==> config.mk <==
export PLATFORM = sky130hd
export DESIGN_NAME = mmio_intr_ctrl_flat
export DESIGN_NICKNAME = d
export VERILOG_FILES = /design/src/rtl/mmio_intr_ctrl_if.sv /design/src/rtl/mmio_intr_ctrl.sv /design/src/flat_wrapper.sv
export SDC_FILE = /design/constraint.sdc
export NUM_CORES = 1
export LEC_CHECK = 0
export BUFFER_PORTS_ARGS = -buffer_cell sky130_fd_sc_hd__buf_2
export CORE_AREA = 8 8 81 83
export DETAILED_ROUTE_END_ITERATION = 7
export DIE_AREA = 0 0 89 91
export PLACE_DENSITY = 0.83
export SLEW_MARGIN = 20
export SYNTH_ARGS = -nofsm -noshare
export SYNTH_HDL_FRONTEND = slang
export SYNTH_SLANG_ARGS = --single-unit
==> constraint.sdc <==
create_clock -name CLK -period 2.2 [get_ports CLK]
set_input_delay 0.44 -clock CLK [delete_from_list [all_inputs] [get_ports CLK]]
set_output_delay 0.44 -clock CLK [all_outputs]
set_load 0.02 [all_outputs]
==> src/rtl/mmio_intr_ctrl_if.sv <==
// IOBUS slave port bundle for the interrupt controller: address, write data, write strobe, read data.
// Latency: none; plain wires.
// Backpressure: none; the IOBUS always completes in one cycle.
//
// Signals:
//   IOBUS_ADDR  CPU bus address
//   IOBUS_OUT   CPU write data
//   IOBUS_WR    CPU write strobe, sampled on rising CLK
//   RD_DATA     combinational read data back to the CPU, 0 on an address miss
interface mmio_intr_ctrl_if;
   logic [31:0] IOBUS_ADDR;
   logic [31:0] IOBUS_OUT;
   logic        IOBUS_WR;
   logic [31:0] RD_DATA;

   modport master (output IOBUS_ADDR, output IOBUS_OUT, output IOBUS_WR, input  RD_DATA);
   modport slave  (input  IOBUS_ADDR, input  IOBUS_OUT, input  IOBUS_WR, output RD_DATA);
endinterface

==> src/rtl/mmio_intr_ctrl.sv <==
// Edge-capturing, maskable, fixed-priority interrupt controller with a periodic re-fire pulse to the CPU.
// Latency: SRC rise to INTR pulse is 2 cycles; register reads are combinational.
// Backpressure: none; the bus never stalls and INTR is a one-cycle pulse with no acknowledge.
//
// Ports:
//   CLK, RST_N  system clock, asynchronous active-low reset
//   bus         IOBUS slave (PENDING +0 W1C, ENABLE +4 RW, CAUSE +8 RO)
//   SRC         level interrupt sources, synchronous to CLK
//   INTR        registered single-cycle interrupt pulse
module mmio_intr_ctrl #(
   parameter int          N_SRC      = 4,
   parameter logic [31:0] BASE_AD    = 32'h11000060,
   parameter int          REFIRE_CYC = 1024
) (
   input  logic             CLK,
   input  logic             RST_N,
   mmio_intr_ctrl_if.slave  bus,
   input  logic [N_SRC-1:0] SRC,
   output logic             INTR
);

   typedef enum logic [1:0] {ST_IDLE, ST_FIRE, ST_WAIT} state_t;

   localparam logic [31:0] AD_PEND  = BASE_AD;
   localparam logic [31:0] AD_EN    = BASE_AD + 32'd4;
   localparam logic [31:0] AD_CAUSE = BASE_AD + 32'd8;
   localparam logic [15:0] CNT_LAST = 16'(REFIRE_CYC - 1);

   state_t           state;
   logic [15:0]      cnt;
   logic [N_SRC-1:0] src_q;
   logic [N_SRC-1:0] pending;
   logic [N_SRC-1:0] enable;
   logic [N_SRC-1:0] rise;
   logic [N_SRC-1:0] act;
   logic [N_SRC-1:0] wr_dat;
   logic [N_SRC-1:0] clr_mask;
   logic             wr_pend;
   logic             wr_en;
   logic [3:0]       act_idx;
   logic             cause_vld;
   logic [3:0]       cause_idx;

   assign wr_dat   = bus.IOBUS_OUT[N_SRC-1:0];
   assign wr_pend  = bus.IOBUS_WR && (bus.IOBUS_ADDR == AD_PEND);
   assign wr_en    = bus.IOBUS_WR && (bus.IOBUS_ADDR == AD_EN);
   assign clr_mask = wr_pend ? wr_dat : '0;
   assign rise     = SRC & ~src_q;
   assign act      = pending & enable;

   // Lowest index wins: scan downward so the last hit is the lowest set bit.
   always_comb begin
      act_idx = '0;
      for (int i = N_SRC - 1; i >= 0; i--) begin
         if (act[i]) act_idx = 4'(i);
      end
   end

   always_comb begin
      bus.RD_DATA = '0;
      if (bus.IOBUS_ADDR == AD_PEND)       bus.RD_DATA = 32'(pending);
      else if (bus.IOBUS_ADDR == AD_EN)    bus.RD_DATA = 32'(enable);
      else if (bus.IOBUS_ADDR == AD_CAUSE) bus.RD_DATA = {cause_vld, 27'b0, cause_idx};
   end

   // A rise in the same cycle as a W1C of that bit keeps the bit set.
   always_ff @(posedge CLK or negedge RST_N) begin
      if (!RST_N) begin
         src_q   <= '0;
         pending <= '0;
         enable  <= '0;
      end else begin
         src_q   <= SRC;
         pending <= (pending & ~clr_mask) | rise;
         if (wr_en) enable <= wr_dat;
      end
   end

   // FSM decisions use the registered act, so bus writes take effect one edge later.
   always_ff @(posedge CLK or negedge RST_N) begin
      if (!RST_N) begin
         state     <= ST_IDLE;
         cnt       <= '0;
         INTR      <= 1'b0;
         cause_vld <= 1'b0;
         cause_idx <= '0;
      end else begin
         INTR <= 1'b0;
         case (state)
            ST_IDLE: begin
               if (act != '0) begin
                  state     <= ST_FIRE;
                  INTR      <= 1'b1;
                  cause_vld <= 1'b1;
                  cause_idx <= act_idx;
               end
            end
            ST_FIRE: begin
               state <= ST_WAIT;
               cnt   <= '0;
            end
            ST_WAIT: begin
               // Quiescing takes priority over re-firing.
               if (act == '0) begin
                  state     <= ST_IDLE;
                  cause_vld <= 1'b0;
               end else if (cnt == CNT_LAST) begin
                  state     <= ST_FIRE;
                  INTR      <= 1'b1;
                  cause_vld <= 1'b1;
                  cause_idx <= act_idx;
               end else begin
                  cnt <= cnt + 16'd1;
               end
            end
            default: state <= ST_IDLE;
         endcase
      end
   end

endmodule

==> src/flat_wrapper.sv <==
// flat-port wrapper written by rule: the top's interface ports become plain ports
module mmio_intr_ctrl_flat 
#(
   parameter int          N_SRC      = 4,
   parameter logic [31:0] BASE_AD    = 32'h11000060,
   parameter int          REFIRE_CYC = 1024
)
  (CLK, RST_N, SRC, INTR, bus_IOBUS_ADDR, bus_IOBUS_OUT, bus_IOBUS_WR, bus_RD_DATA);
  mmio_intr_ctrl_if bus_i ();
  input  logic CLK;
  input  logic RST_N;
  input  logic [N_SRC-1:0] SRC;
  output logic INTR;
  input wire logic [$bits(bus_i.IOBUS_ADDR)-1:0] bus_IOBUS_ADDR;
  input wire logic [$bits(bus_i.IOBUS_OUT)-1:0] bus_IOBUS_OUT;
  input wire logic [$bits(bus_i.IOBUS_WR)-1:0] bus_IOBUS_WR;
  output wire logic [$bits(bus_i.RD_DATA)-1:0] bus_RD_DATA;
  assign bus_i.IOBUS_ADDR = bus_IOBUS_ADDR;
  assign bus_i.IOBUS_OUT = bus_IOBUS_OUT;
  assign bus_i.IOBUS_WR = bus_IOBUS_WR;
  assign bus_RD_DATA = bus_i.RD_DATA;
  mmio_intr_ctrl #(.N_SRC(N_SRC), .BASE_AD(BASE_AD), .REFIRE_CYC(REFIRE_CYC)) u_core (.CLK(CLK), .RST_N(RST_N), .bus(bus_i), .SRC(SRC), .INTR(INTR));
endmodule
==> flow_summary.ini, run 1 <==
[critical_path]
cp.depth = 6
crit_chain = buf_2 > nor4bb_1 > nand4_1 > or2_4 > nor3_1 > buf_2
endpoint_kind = output pin
crit_start = bus_IOBUS_ADDR[7]
rr_endpoint = u_core.cause_idx[0]
critical-path-max-stage-delay_ps = 330
critical_path_required_ps = 1760
critPathLaunchType = input port
crit_fanout = 5
worstPathArrival_ps = 1740
timing.rr.start = u_core.cnt[12]
cp_slowest_cell = nor4bb_1
worstSetupPathType = in2out
ff2ff_path_depth = 4
crit_top_cell = buf_2
regToRegSetupSlack_ps = 80
path_buf_inv = 2
cp_top_family = simple AND/OR/NAND/NOR gates

[global_route]
grt_pass1_vias = 1867
antenna_found_initial = 0
grt_overflow = 0
grt_max_degree = 35
grt_util_all_layers_pct = 12.8
grt_pass1_wl_um = 8330

[timing]
setup_viol_count_final = 0
finalCritPeriodShare_pct = 99.0
whs_ps = 217
fin_crit_ps = 2180
fmax_mhz = 459
setup_tns_ps = 0
worst_pin_slew_ps = 752
hold_viol = 0
skew_ps = 7.76
slew_headroom_pct = 49.9
slew_violations = 0

[cells_and_area]
syn2layout_area_growth_pct = 18.7
final_core_util_pct = 45.7
antenna-diode-count = 0
fin_nets = 347
nFillCells = 515
instances_no_fill = 348
layout-drive-gt1-share_pct = 27.5

[detailed_routing]
drt-vias-per-instance = 5.26
drt_pre_antenna_iters = 4
vias = 1832
routed_wl_um = 5180
wire_per_inst_um = 14.9
postRouteAntennaNets = 0
drc_errors = 0
drt_iter0_markers = 142

[clock_tree]
cts_tree = built
clockBufferDepth = 2
clk_latency_ps = 290
numCtsBuffers = 5
ctsResizeCount = 0
clock_sinks = 34
post-cts-setup-buffers = 0
h-tree-depth = 2
root_buffer = clkbuf_8
clkTransAtPathRegs_ps = 70
hold_buffers = 0

[placement]
hpwlAfterDp_um = 3960
io_buffers = 48
gp_congestion = 0.837
dp_cells = 340

[floorplanning]
fp.dieW_um = 89
start_util_pct = 38.5
core_area_um2 = 5340
die_y_um = 91
num_rows = 27
boundaryPins = 104
die_area_um2 = 8100

[logic_synthesis]
synth-edff-count = 0
ys_types = 42
yosys_register_bits = 34
yosysSeqAreaShare_pct = 41.4
async_flop_share_pct = 100
yosysTopAreaCell = dfrtp_1
synth_ff_type = dfrtp_1
avgSynthCellArea_um2 = 9.48
synth.area.top_cells = dfrtp_1, buf_4, mux2i_1
yosysTopAreaCellShare_pct = 41.4
yosysMostFrequentCell = dfrtp_1
yosys_warnings = 0
syn_inst = 217
synth_area_um2 = 2060
yosys-top-cells-count = dfrtp_1, buf_4, nand2_1, mux2i_1, nand3_1

[status]
outcome = finished, final reports clean

[power_and_ir_drop]
ir_drop_mv = 0.375
fin_total_pwr_mw = 1.30
p_leak_nw = 1.14
power_density_nw_per_um2 = 532

[flow_run]
maxCapViolations = 0

[worst_hold_path]
hold_path_class = in2async
state kept, by name, summed over array words and instances, names as in the netlist:
signal / flops
u_core.cause_vld: 1
u_core.cnt: 16
u_core.INTR: 1
u_core.cause_idx: 2
u_core.pending: 4
u_core.state: 2
u_core.src_q: 4
u_core.enable: 4
power breakdown:
| part | switching [mW] | leakage [nW] | internal [mW] |
|---|---|---|---|
| sequential | 0.000962 | 0.445 | 0.629 |
| clock | 0.218 | 0.0524 | 0.339 |
| combinational | 0.0775 | 0.640 | 0.0358 |
| total | 0.296 | 1.14 | 1.00 |
worst max path at each step:
stage	slack [ps]	to
after detailed placement	70	bus_RD_DATA[2]
after CTS	70	bus_RD_DATA[2]
final	20	bus_RD_DATA[2]
after global routing	-40	bus_RD_DATA[2]
after global placement	90	u_core.cause_idx[0]
after floorplan	7	bus_RD_DATA[2]
through the flow:
step,setup WS (ps),instance area [um2]
floorplan,7.20,2150
global placement,92.3,2330
detailed placement,74.3,2330
CTS,66.7,2430
global route,-44.8,2440
finish,22.0,2440
cells in the final DEF (no fill, tap or decap), drive strengths merged, types with 7 or more instances in the layout:
cell type | netlist | routed
nor4 | 11 | 11
o21ai | 7 | 7
nand2 | 20 | 20
clkbuf | 4 | 7
buf | 29 | 58
inv | 8 | 8
nand3 | 12 | 12
conb | 1 | 27
dfrtp | 34 | 34
nor2 | 11 | 11
nor3 | 7 | 7
nand4 | 10 | 10
mux2i | 16 | 16
per-layer routing:
metal	track usage, %	vias up	wire [um]
met1	13.7	895	1980
met5	0	-	0
li1	-	864	-
met4	7.63	0	142
met3	2.52	12	317
met2	22.5	61	2740
logic make-up (layout without fill, tap and decap cells):
group,count (synthesis),after routing,share of synthesized area (%)
other cells,1,27,0.182
compound gates,30,30,10.7
fa+ha+maj,1,1,0.608
simple gates,89,89,23.8
flops,34,34,41.4
mux,21,21,10.5
buf+inv,41,74,12.8
final cells by class:
type                    instances  area [um2]  area share [%]
clock buffers                   7        76.3            3.13
multi-input cells             168        1050            43.0
repair buffers                 58         315            12.9
inverters                       8        30.0            1.23
well taps                      72        90.1            3.69
flip-flops and latches         34         851            34.9
clock inverters                 1        30.0            1.23
No activity file was read; power rests on OpenSTA's default activity.
==> run 2: changes to the inputs <==
==> constraint.sdc (replaced) <==
create_clock -name CLK -period 2.2 [get_ports CLK]
set_input_delay 0.44 -clock CLK [delete_from_list [all_inputs] [get_ports CLK]]
set_output_delay 0.44 -clock CLK [all_outputs]
set_load 0.005 [all_outputs]
==> run 2 against run 1 <==
Effect of this change:
- setup slack improved by 120 ps
- first-iteration DRC count up 18%
- global-route usage about the same
- flip-flop and latch count unchanged
- largest power group unchanged
- critical path depth stayed put
- wire length decreased by 0.83%
- hold slack improved by 1.5 ps
==> flow_summary.ini, run 2 (synthesized netlist as in run 1, its figures left out) <==
[clock_tree]
hold_buffers = 0
clk_latency_ps = 290
root_buffer = clkbuf_8
cts_tree = built
h-tree-depth = 2
numCtsBuffers = 5
clock_sinks = 34
clockBufferDepth = 2
clkTransAtPathRegs_ps = 70

[power_and_ir_drop]
seqPwrFrac_pct = 49.6
fin_total_pwr_mw = 1.27
p_int_mw = 1.00
power_density_nw_per_um2 = 516
comb_power_share_pct = 6.4
swShare_pct = 21.1
p_leak_nw = 1.15
power.switching_uw = 268
clock_power_share_pct = 44.0
ir_drop_mv = 0.405

[global_route]
grt_pass1_wl_um = 8440
grt_overflow = 0
grt_max_degree = 35
antenna_found_initial = 0
grt_pass1_vias = 1911
grt_util_all_layers_pct = 12.8

[cells_and_area]
final_common_cell = buf_2
multi_input_area_um2 = 1040
antenna-diode-count = 0
nFillCells = 520
largest_register = u_core.cnt
final_core_util_pct = 46.1
final_cell_mix = buf_2, dfrtp_1, conb_1
syn2layout_area_growth_pct = 19.6
fin_nets = 350
largest_reg_flops = 16
layout-drive-gt1-share_pct = 27.6
seqCellArea_um2 = 851

[detailed_routing]
drt_iter0_markers = 167
drt_pre_antenna_iters = 4
postRouteAntennaNets = 0
vias = 1832
wire_per_inst_um = 14.6
drt-vias-per-instance = 5.22
routed_wl_um = 5140
drc_errors = 0

[timing]
skew_ps = 11.2
finalCritPeriodShare_pct = 93.7
slew_violations = 0
worst_pin_slew_ps = 742
slew_headroom_pct = 50.5
setup_viol_count_final = 0
fmax_mhz = 485
hold_viol = 0
rsz0062_at_grt = no
fin_crit_ps = 2060
worst_slack_ps = 139
setup_tns_ps = 0

[floorplanning]
boundaryPins = 104
core_area_um2 = 5340
fp.dieW_um = 89
die_y_um = 91
start_util_pct = 38.5
die_area_um2 = 8100
num_rows = 27

[critical_path]
worstPathArrival_ps = 1620
crit_fanout = 5
endpoint_kind = output pin
timing.rr.start = u_core.cnt[0]
regToRegSetupSlack_ps = 140
critPathLaunchType = input port
ff2ff_path_depth = 5
critical_path_required_ps = 1760
rr_endpoint = u_core.cause_idx[0]
worstSetupPathType = in2out

[placement]
io_buffers = 48
hpwlAfterDp_um = 4010
gp_congestion = 0.836
place_ws_ps = 61.9

[status]
outcome = finished, final reports clean

[worst_hold_path]
hold_path_class = in2async

[flow_run]
maxCapViolations = 0
==> run 2: per-layer routing <==
| layer | vias to the layer above | routed length (um) | global-route usage [%] |
|---|---|---|---|
| li1 | 871 | - | - |
| met1 | 886 | 1890 | 13.7 |
| met2 | 65 | 2800 | 23.3 |
| met3 | 10 | 338 | 2.52 |
| met4 | 0 | 110 | 5.83 |
| met5 | - | 0 | 0 |
==> run 2: worst max path at each step <==
stage / startpoint / to / slack [ps] / depth (start not counted)
4_1_cts: u_core.cnt[12] / u_core.cause_idx[0] / 50 / 4
5_1_grt: bus_IOBUS_ADDR[11] / bus_RD_DATA[2] / 20 / 6
2_1_floorplan: u_core.cnt[0] / u_core.cause_idx[0] / 90 / 5
3_5_place_dp: u_core.cnt[12] / u_core.cause_idx[0] / 60 / 4
6_report: bus_IOBUS_ADDR[15] / bus_RD_DATA[2] / 140 / 6
3_3_place_gp: u_core.cnt[12] / u_core.cause_idx[0] / 90 / 4
==> run 2: repair_timing <==
action                                  CTS  global route
endpoints found under the setup margin    0             2
setup buffers                             0             3
gates resized for setup                   0             2
==> run 2: critical path: stages <==
cell and delay [ps]:
buf_2 100, nor4_1 290, nand4_1 170, or2_1 300, nor3_1 180, buf_2 140
==> run 2: cell type report <==
class,count,share of cell area [%]
Timing Repair Buffer,61,13.9
Inverter,8,1.22
Clock buffer,7,3.10
Sequential cell,34,34.6
Tap cell,72,3.66
Clock inverter,1,1.22
Multi-Input combinational cell,168,42.3
==> run 2: power groups by stage <==
stage	clock network [mW]	registers, mW	logic [mW]
floorplan	0	0.641	0.0621
global placement	0	0.641	0.0775
detailed placement	0	0.641	0.0808
CTS	0.568	0.630	0.0810
global route	0.598	0.630	0.0937
finish	0.559	0.630	0.0819
==> run 2: stage by stage <==
stage / instances / cell area [um2] / hold slack, ps
2_1_floorplan: 243 / 2150 / 144
3_3_place_gp: 340 / 2330 / 405
3_5_place_dp: 340 / 2330 / 408
4_1_cts: 348 / 2430 / 233
5_1_grt: 351 / 2460 / 260
6_report: 351 / 2460 / 218
